[config.mk]
export PLATFORM = sky130hd
export DESIGN_NAME = bsg_mem_1rw_sync_mask_write_bit_init
export DESIGN_NICKNAME = d
export VERILOG_FILES = /design/src/rtl/bsg_mem_1rw_sync_mask_write_bit_init.sv
export SDC_FILE = /design/constraint.sdc
export NUM_CORES = 1
export LEC_CHECK = 0
export BUFFER_PORTS_ARGS = -buffer_cell sky130_fd_sc_hd__buf_2
export CORE_MARGIN = 5
export CORE_UTILIZATION = 65
export DETAILED_ROUTE_END_ITERATION = 16
export PLACE_DENSITY = 0.84
export SLEW_MARGIN = 20
export SYNTH_ARGS = -nofsm -noshare
export SYNTH_HDL_FRONTEND = slang
export SYNTH_SLANG_ARGS = --single-unit
[constraint.sdc]
create_clock -name clk_i -period 6.4 [get_ports clk_i]
set_clock_uncertainty 0.1 [all_clocks]
set_input_delay 1.28 -clock clk_i [delete_from_list [all_inputs] [get_ports clk_i]]
set_output_delay 1.28 -clock clk_i [all_outputs]
set_load 0.1 [all_outputs]
[src/rtl/bsg_mem_1rw_sync_mask_write_bit_init.sv]
// Single-port synchronous bit-mask RAM with a post-reset init sweep, valid/ready request side and valid/yumi held response.
// Optional simulation checks are enabled by defining BSG_MEM_1RW_INIT_ASSERT_EN.

`ifndef BSG_SAFE_CLOG2
`define BSG_SAFE_CLOG2(x) (((x) <= 1) ? 1 : $clog2(x))
`endif

module bsg_mem_1rw_sync_mask_write_bit_init #(
    parameter int                 width_p       = 8,
    parameter int                 els_p         = 16,
    parameter logic [width_p-1:0] init_val_p    = '0,
    parameter int                 addr_width_lp = `BSG_SAFE_CLOG2(els_p)
) (
    input  logic                     clk_i,
    input  logic                     reset_n_i,
    input  logic                     v_i,
    output logic                     ready_o,
    input  logic                     w_i,
    input  logic [addr_width_lp-1:0] addr_i,
    input  logic [width_p-1:0]       data_i,
    input  logic [width_p-1:0]       w_mask_i,
    output logic                     v_o,
    output logic [width_p-1:0]       data_o,
    input  logic                     yumi_i,
    output logic                     init_done_o
);

    typedef enum logic [1:0] {INIT, RUN, HOLD} state_e;

    localparam logic [addr_width_lp-1:0] cnt_last_lp = addr_width_lp'(els_p - 1);

    state_e                   state_r, state_n;
    logic [addr_width_lp-1:0] cnt_r;
    logic                     init_done_r;
    logic [width_p-1:0]       data_r;
    logic [width_p-1:0]       mem_r [els_p];

    logic                     accept;
    logic                     mem_en, mem_w, mem_valid;
    logic [addr_width_lp-1:0] mem_addr;
    logic [width_p-1:0]       mem_wdata, mem_wmask;

    always_comb begin
        state_n = state_r;
        ready_o = 1'b0;
        case (state_r)
            INIT: if (cnt_r == cnt_last_lp) state_n = RUN;
            RUN: begin
                ready_o = 1'b1;
                if (v_i & ~w_i) state_n = HOLD;
            end
            HOLD: begin
                // consumer pop frees the output register for a same-cycle read
                ready_o = yumi_i;
                if (yumi_i) state_n = (v_i & ~w_i) ? HOLD : RUN;
            end
            default: state_n = INIT;
        endcase
    end

    assign accept = v_i & ready_o;

    // The sweep owns the single port; otherwise an accepted request drives it.
    always_comb begin
        mem_en    = 1'b0;
        mem_w     = 1'b0;
        mem_addr  = addr_i;
        mem_wdata = data_i;
        mem_wmask = w_mask_i;
        if (state_r == INIT) begin
            mem_en    = 1'b1;
            mem_w     = 1'b1;
            mem_addr  = cnt_r;
            mem_wdata = init_val_p;
            mem_wmask = '1;
        end else if (accept) begin
            mem_en = 1'b1;
            mem_w  = w_i;
        end
    end

    assign mem_valid = (32'(mem_addr) < els_p);

    always_ff @(posedge clk_i) begin
        if (mem_en & mem_w & mem_valid)
            mem_r[mem_addr] <= (mem_r[mem_addr] & ~mem_wmask) | (mem_wdata & mem_wmask);
    end

    always_ff @(posedge clk_i or negedge reset_n_i) begin
        if (!reset_n_i) begin
            state_r     <= INIT;
            cnt_r       <= '0;
            init_done_r <= 1'b0;
            data_r      <= '0;
        end else begin
            state_r <= state_n;
            if (state_r == INIT && cnt_r != cnt_last_lp)
                cnt_r <= cnt_r + 1'b1;
            if (state_r == INIT && cnt_r == cnt_last_lp)
                init_done_r <= 1'b1;
            if (mem_en & ~mem_w)
                data_r <= mem_valid ? mem_r[mem_addr] : init_val_p;
        end
    end

    assign v_o         = (state_r == HOLD);
    assign data_o      = data_r;
    assign init_done_o = init_done_r;

`ifdef BSG_MEM_1RW_INIT_ASSERT_EN
    logic                     pend_r;
    logic                     pend_w_r;
    logic [addr_width_lp-1:0] pend_addr_r;
    logic [width_p-1:0]       pend_data_r, pend_mask_r;

    always_ff @(negedge clk_i) begin
        if (reset_n_i) begin
            if (yumi_i && !v_o)
                $error("%m: yumi_i asserted while v_o is low");
            if (v_i && ready_o && !mem_valid)
                $error("%m: request accepted with out-of-range address %0d", addr_i);
            if (pend_r && (!v_i || w_i !== pend_w_r || addr_i !== pend_addr_r
                           || data_i !== pend_data_r || w_mask_i !== pend_mask_r))
                $error("%m: pending request dropped or changed before acceptance");
            if (init_done_r && ($isunknown(v_i) || $isunknown(yumi_i)))
                $error("%m: X on v_i or yumi_i after init");
            pend_r      <= v_i & ~ready_o & (state_r != INIT);
            pend_w_r    <= w_i;
            pend_addr_r <= addr_i;
            pend_data_r <= data_i;
            pend_mask_r <= w_mask_i;
        end else begin
            pend_r <= 1'b0;
        end
    end
`endif

endmodule

==> summary.md, run 1 <==
| Metric | Value |
|---|---|
| Final Instance Area | `6910 um2` |
| Die W | `106 um` |
| Commonest non-fill, non-tap cell in the layout | `o21ai_0` |
| Peak supply drop | `0.000238 V` |
| Number of global-route vias before repair | `4,296` |
| Worst Hold Class | `reg -> reg` |
| Root Buffer | `clkbuf_8` |
| Syn Nets | `487` |
| CTS Buffer Depth | `2` |
| H-Tree Depth | `4` |
| CP startpoint kind | `flip-flop` |
| Max-slew violation count | `0` |
| Least-Margin Pin Slew | `1260 ps` |
| Setup Total Neg Slack | `0 ps` |
| Pwr Density | `471 nW/um2` |
| Final Hold Viols | `0` |
| ANT cells | `0` |
| DP Wirelength | `9.47 mm` |
| Area of the multi-input gates | `1640 um2` |
| CP cell instances | `inv_1 > ha_1 > nor3_2 > buf_4 > o21ai_0 > a41oi_1 > nor4_2 > a21oi_1` |
| Yosys warnings | `0` |
| Synthesized cell area | `6030 um2` |
| Chip height | `106 um` |
| Gp weighted congestion | `0.864` |
| Die ar. | `11,300 um2` |
| Fmax | `234 MHz` |
| Run status | `completed` |
| Max Cap Violations | `0` |
| Post-CTS setup buffers | `0` |
| Number of port buffers | `35` |
| Initial core utilization | `65.9%` |
| Total grt overflow | `0` |
| Worst skew pair latency | `520 ps` |
| CORE AREA | `9150 um2` |
| Worst hold stages | `1` |
| Critical path arrival | `4340 ps` |
| Final setup fails | `0` |
| First-pass GRT wire length | `24.6 mm` |
| Hold Buf Count CTS | `0` |
| R2r endpoint | `mem_r[1][0]$_DFFE_PP_` |
| Netlist cell types | `32` |
| Gr usage total | `30.0%` |
| Cts repair resizes | `0` |
| FF-to-FF path depth | `8` |
| Layout area overhead | `14.5%` |
| RSZ-0062 raised after global routing | `false` |
| CP endpoint kind | `flip-flop` |
| Post-synthesis average cell area | `13.2 um2` |
| Flops & latches, synth | `143` |
| Rows | `35` |
| Seq. cell area | `4220 um2` |
| Nets | `519` |
| Flop2flop setup slack | `2120 ps` |
| IO Count | `36` |
| Register area share after synthesis | `69.9%` |
| Most frequent cells in the layout | `o21ai_0, edfxtp_1, buf_2, a41oi_1, nor2_1` |
| Hold path startpoint | `init_done_o$_DFFE_PN0P_` |
| Max stage delay on crit path | `980 ps` |
| Reg-to-reg startpoint | `state_r[0]$_DFFE_PN0P_` |
| DRT iter0 DRCs | `781` |
| CTS tree | `yes` |
| Largest net degree at the start of global routing | `34` |
| Cell count after synthesis | `457` |
| CP required | `6460 ps` |
| Worst Path Class, Setup | `reg -> reg` |
| Hold_ws | `377 ps` |
| CTS Sinks | `143` |
| Setup crit start | `state_r[0]$_DFFE_PN0P_` |
| Share of cells above drive strength 1 | `18.4%` |
| DRT Pass-1 Iters | `5` |
| DRT antenna net count | `0` |
| CTS clk-pin slew, worst paths | `60 ps` |
| DR vias | `4,488` |
| Worst relative slew slack | `16.0%` |
| Total wire length | `16.6 mm` |
| WHS Endpoint | `init_done_o$_DFFE_PN0P_` |
| Vias per inst | `7.33` |
| Critical path fanouts, max | `22` |
| Period utilization | `66.9%` |
| Static leakage | `2.24 nW` |
| Post-layout minimum cycle time | `4280 ps` |
| Worst path slowest cell | `nor3_2` |
| DRC viols | `0` |
| Initial antenna violation count | `0` |
| Total CTS buffers | `17` |
| Placed instance area | `6280 um2` |
| Fillers | `526` |
| DR WL/cell | `27.1 um` |
## routing by layer
| layer | track usage (%) | share of wire (%) |
|---|---|---|
| met3 | 9.11 | 13 |
| met5 | 0 | 0 |
| met1 | 38.1 | 35 |
| met2 | 48.1 | 48 |
| met4 | 12.8 | 3.9 |
## cell type report
| class | count | area share, % |
|---|---|---|
| inverters | 14 | 0.761 |
| well taps | 111 | 2.01 |
| repair buffers | 44 | 3.52 |
| multi-input cells | 269 | 23.7 |
| flip-flops and latches | 143 | 61.1 |
| clock buffers | 19 | 6.11 |
| clock inverters | 12 | 2.79 |
## flip-flops by register name, summed over array words and instances (netlist names)
signal       flops
mem_r          128
data_o           8
cnt_r            4
state_r          2
init_done_o      1
## cells by family after synthesis
family	synth area share, %
compound gates	19.0
flops	69.9
simple gates	6.35
buf+inv	3.24
fa+ha+maj	1.04
xor+xnor	0.290
mux	0.187
## where the power goes
| part | internal [W] | switching (W) |
|---|---|---|
| registers | 0.00123 | 0.0000399 |
| clock network | 0.000667 | 0.000367 |
| logic | 0.000195 | 0.000754 |
## how the worst max path moves through the flow
stage	end	slack, ps	depth (start not counted)
3_3_place_gp	mem_r[0][3]$_DFFE_PP_	2110	6
4_1_cts	mem_r[4][3]$_DFFE_PP_	2130	8
5_1_grt	mem_r[0][0]$_DFFE_PP_	1960	8
2_1_floorplan	ready_o	2100	4
3_5_place_dp	mem_r[1][0]$_DFFE_PP_	1990	7
6_report	mem_r[1][0]$_DFFE_PP_	2120	8
## per-stage QoR
step           utilization, %  total power [W]  instances  setup WS, ps
6_report                 75.4          0.00326        612          2120
5_1_grt                  75.4          0.00336        612          1960
4_1_cts                  75.3          0.00323        612          2130
3_5_place_dp             68.6          0.00220        581          1990
3_3_place_gp             68.6          0.00217        581          2110
2_1_floorplan               -          0.00196        457          2100
## cells in the mapped netlist
master | number | area [um2]
a21oi_1 | 25 | 125
a221oi_1 | 1 | 8.76
a31oi_1 | 4 | 25.0
a32oi_1 | 1 | 8.76
a41o_1 | 1 | 10.0
a41oi_1 | 32 | 280
and3_1 | 2 | 12.5
and3b_1 | 3 | 26.3
buf_2 | 9 | 45.0
buf_6 | 2 | 22.5
clkbuf_1 | 20 | 75.1
dfrtp_1 | 15 | 375
edfxtp_1 | 128 | 3840
ha_1 | 5 | 62.6
inv_1 | 13 | 48.8
inv_2 | 1 | 3.75
mux2_2 | 1 | 11.3
nand2_1 | 2 | 7.51
nand2b_1 | 1 | 6.26
nand4_1 | 1 | 6.26
nor2_1 | 31 | 116
nor2b_1 | 2 | 12.5
nor3_1 | 2 | 10.0
nor3_2 | 1 | 10.0
nor3b_1 | 2 | 15.0
nor3b_2 | 4 | 50.1
nor4_2 | 8 | 100
o21ai_0 | 131 | 656
o21ai_1 | 6 | 30.0
or4b_1 | 1 | 10.0
xnor2_1 | 1 | 8.76
xor2_1 | 1 | 8.76
## worst max-delay path, delay by kind of cell, from the launching register on
kind / cells / cell delay [ps]
compound gates: 3 / 1360
simple gates: 2 / 1060
flops: 1 / 420
fa+ha+maj: 1 / 480
buf+inv: 2 / 470
(Power assumes the default switching activity.)
==> inputs of run 2 (changes only) <==
--- a/config.mk
+++ b/config.mk
@@ -7,9 +7,9 @@
 export LEC_CHECK = 0
 export BUFFER_PORTS_ARGS = -buffer_cell sky130_fd_sc_hd__buf_2
 export CORE_MARGIN = 5
-export CORE_UTILIZATION = 65
+export CORE_UTILIZATION = 54
 export DETAILED_ROUTE_END_ITERATION = 16
-export PLACE_DENSITY = 0.84
+export PLACE_DENSITY = 0.75
 export SLEW_MARGIN = 20
 export SYNTH_ARGS = -nofsm -noshare
 export SYNTH_HDL_FRONTEND = slang
==> constraint.sdc (replaced) <==
create_clock -name clk_i -period 3.7 [get_ports clk_i]
set_clock_uncertainty 0.1 [all_clocks]
set_input_delay 0.74 -clock clk_i [delete_from_list [all_inputs] [get_ports clk_i]]
set_output_delay 0.74 -clock clk_i [all_outputs]
set_load 0.1 [all_outputs]
==> run 2 against run 1 <==
Combinational power is 91% higher. Critical endpoint is now mem_r[11][6]$_DFFE_PP_. Critical path type unchanged. Clock-buffer cell count decreased by 2. Register-to-register slack worse by 1800 ps. Sequential share of layout area shrank 2.7 points. Total power grew 76%. Via count rose by 2.7%. Highest routed layer unchanged. Critical path depth decreased by 1.
==> summary.md, run 2 (synthesis gave the netlist of run 1 again) <==
| Metric | Value |
|---|---|
| CTS clk-pin slew, worst paths | `60 ps` |
| IO Count | `36` |
| Static leakage | `2.45 nW` |
| Total grt overflow | `0` |
| Initial antenna violation count | `0` |
| Root Buffer | `clkbuf_8` |
| Peak supply drop | `0.000681 V` |
| Reg-to-reg startpoint | `state_r[1]$_DFFE_PN0P_` |
| H-Tree Depth | `4` |
| ANT cells | `0` |
| CP required | `3770 ps` |
| DR WL/cell | `25.8 um` |
| Critical path's top delay family | `compound AO/OA/AOI/OAI gates` |
| Pwr Density | `794 nW/um2` |
| Critical path arrival | `3420 ps` |
| Die W | `116 um` |
| Pre-CTS WS | `415 ps` |
| Design Power | `0.00574 W` |
| Final setup fails | `0` |
| DRT Pass-1 Iters | `8` |
| CTS Buffer Depth | `2` |
| Initial core utilization | `55.4%` |
| Fmax | `299 MHz` |
| Post-layout minimum cycle time | `3340 ps` |
| Number of global-route vias before repair | `4,508` |
| FF-to-FF path depth | `7` |
| Max FFs per register | `128` |
| Total wire length | `17.6 mm` |
| First-pass GRT wire length | `26.4 mm` |
| Vias per inst | `6.75` |
| Critical path fanouts, max | `16` |
| DRC viols | `0` |
| Fillers | `751` |
| Chip height | `116 um` |
| DRT antenna net count | `0` |
| Max Cap Violations | `0` |
| Setup Total Neg Slack | `0 ps` |
| Number of port buffers | `35` |
| Rows | `38` |
| R2r endpoint | `mem_r[11][6]$_DFFE_PP_` |
| CTS Sinks | `143` |
| Gp weighted congestion | `0.957` |
| Reg with most FFs | `mem_r` |
| DR vias | `4,610` |
| Max stage delay on crit path | `840 ps` |
| Share of cells above drive strength 1 | `24.3%` |
| Largest net degree at the start of global routing | `28` |
| Worst Hold Class | `in -> async` |
| CP endpoint kind | `flip-flop` |
| CP cell instances | `inv_1 > ha_1 > and3b_1 > o21ai_0 > a41oi_1 > nor4_2 > a21oi_1` |
| Die ar. | `13,400 um2` |
| CORE AREA | `10,900 um2` |
| RSZ-0062 raised after global routing | `false` |
| Post-CTS setup buffers | `0` |
| Max-slew violation count | `0` |
| Setup crit start | `state_r[1]$_DFFE_PN0P_` |
| Cts repair resizes | `0` |
| Flop2flop setup slack | `360 ps` |
| Worst skew pair latency | `530 ps` |
| Total CTS buffers | `17` |
| DP Wirelength | `11.1 mm` |
| Sum of buffers and inverters on the critical path | `1` |
| Final Hold Viols | `0` |
| Gr usage total | `27.2%` |
| Hold Buf Count CTS | `0` |
| Nets | `561` |
| CP startpoint kind | `flip-flop` |
| DRT iter0 DRCs | `857` |
| Most frequent cells in the layout | `o21ai_0, edfxtp_1, buf_4, buf_2, a41oi_1` |
| Commonest non-fill, non-tap cell in the layout | `o21ai_0` |
| Final worst-path setup slack | `357 ps` |
| Period utilization | `90.4%` |
| Post-layout util | `66.4%` |
| Run status | `completed` |
| Hold_ws | `22.6 ps` |
| Least-Margin Pin Slew | `1050 ps` |
| Layout area overhead | `19.9%` |
| CTS tree | `yes` |
| Worst relative slew slack | `29.9%` |
| Worst Path Class, Setup | `reg -> reg` |
| Worst path slowest cell | `a21oi_1` |
[run 2: changes by cell type in the layout (fill, tap and decap cells not counted), sizes merged]
| cell | previous run | this run |
|---|---|---|
| clkinvlp | 1 | 4 |
| clkbuf | 19 | 17 |
| inv | 14 | 16 |
| bufinv | 5 | 4 |
| clkinv | 6 | 4 |
| buf | 44 | 86 |
[run 2: how the worst max path moves through the flow]
| stage | end | slack (ps) | cells after the start |
|---|---|---|---|
| 6_report | mem_r[11][6]$_DFFE_PP_ | 360 | 7 |
| 5_1_grt | mem_r[0][6]$_DFFE_PP_ | 130 | 7 |
| 4_1_cts | mem_r[3][6]$_DFFE_PP_ | 400 | 7 |
| 3_5_place_dp | mem_r[14][6]$_DFFE_PP_ | 420 | 7 |
| 3_3_place_gp | mem_r[13][5]$_DFFE_PP_ | 610 | 11 |
| 2_1_floorplan | data_o[3]$_DFFE_PN0P_ | 160 | 8 |
[run 2: where the power goes]
group	switching (W)	internal [W]	total (W)
sequential	0.0000585	0.00212	0.00218
clock	0.000662	0.00109	0.00175
combinational	0.00135	0.000455	0.00181
[run 2: metrics by stage]
| stage | cell area (um2) | std cells |
|---|---|---|
| floorplan | 6030 | 457 |
| CTS | 7230 | 683 |
| finish | 7230 | 683 |
| global route | 7230 | 683 |
| global placement | 6630 | 652 |
| detailed placement | 6630 | 652 |
[run 2: routing by layer]
layer	global-route usage, %	wire length, um
met1	35.9	6310
met2	40.8	7920
met3	9.14	2500
met4	13.5	872
met5	0	0
[run 2: area by class of cell]
| cell class | count | area, um2 | share of cell area (%) |
|---|---|---|---|
| Tap cell | 140 | 175 | 2.42 |
| Clock buffer | 17 | 414 | 5.73 |
| Sequential cell | 143 | 4220 | 58.4 |
| Timing Repair Buffer | 86 | 558 | 7.72 |
| Inverter | 14 | 52.6 | 0.727 |
| Clock inverter | 14 | 190 | 2.63 |
| Multi-Input combinational cell | 269 | 1620 | 22.4 |
[run 2: worst reg2reg max path, cell delays in order, from the launching register on]
cell     delay (ps)
dfrtp_1         420
inv_1           120
ha_1            380
and3b_1         540
o21ai_0         210
a41oi_1         290
nor4_2          100
a21oi_1         840
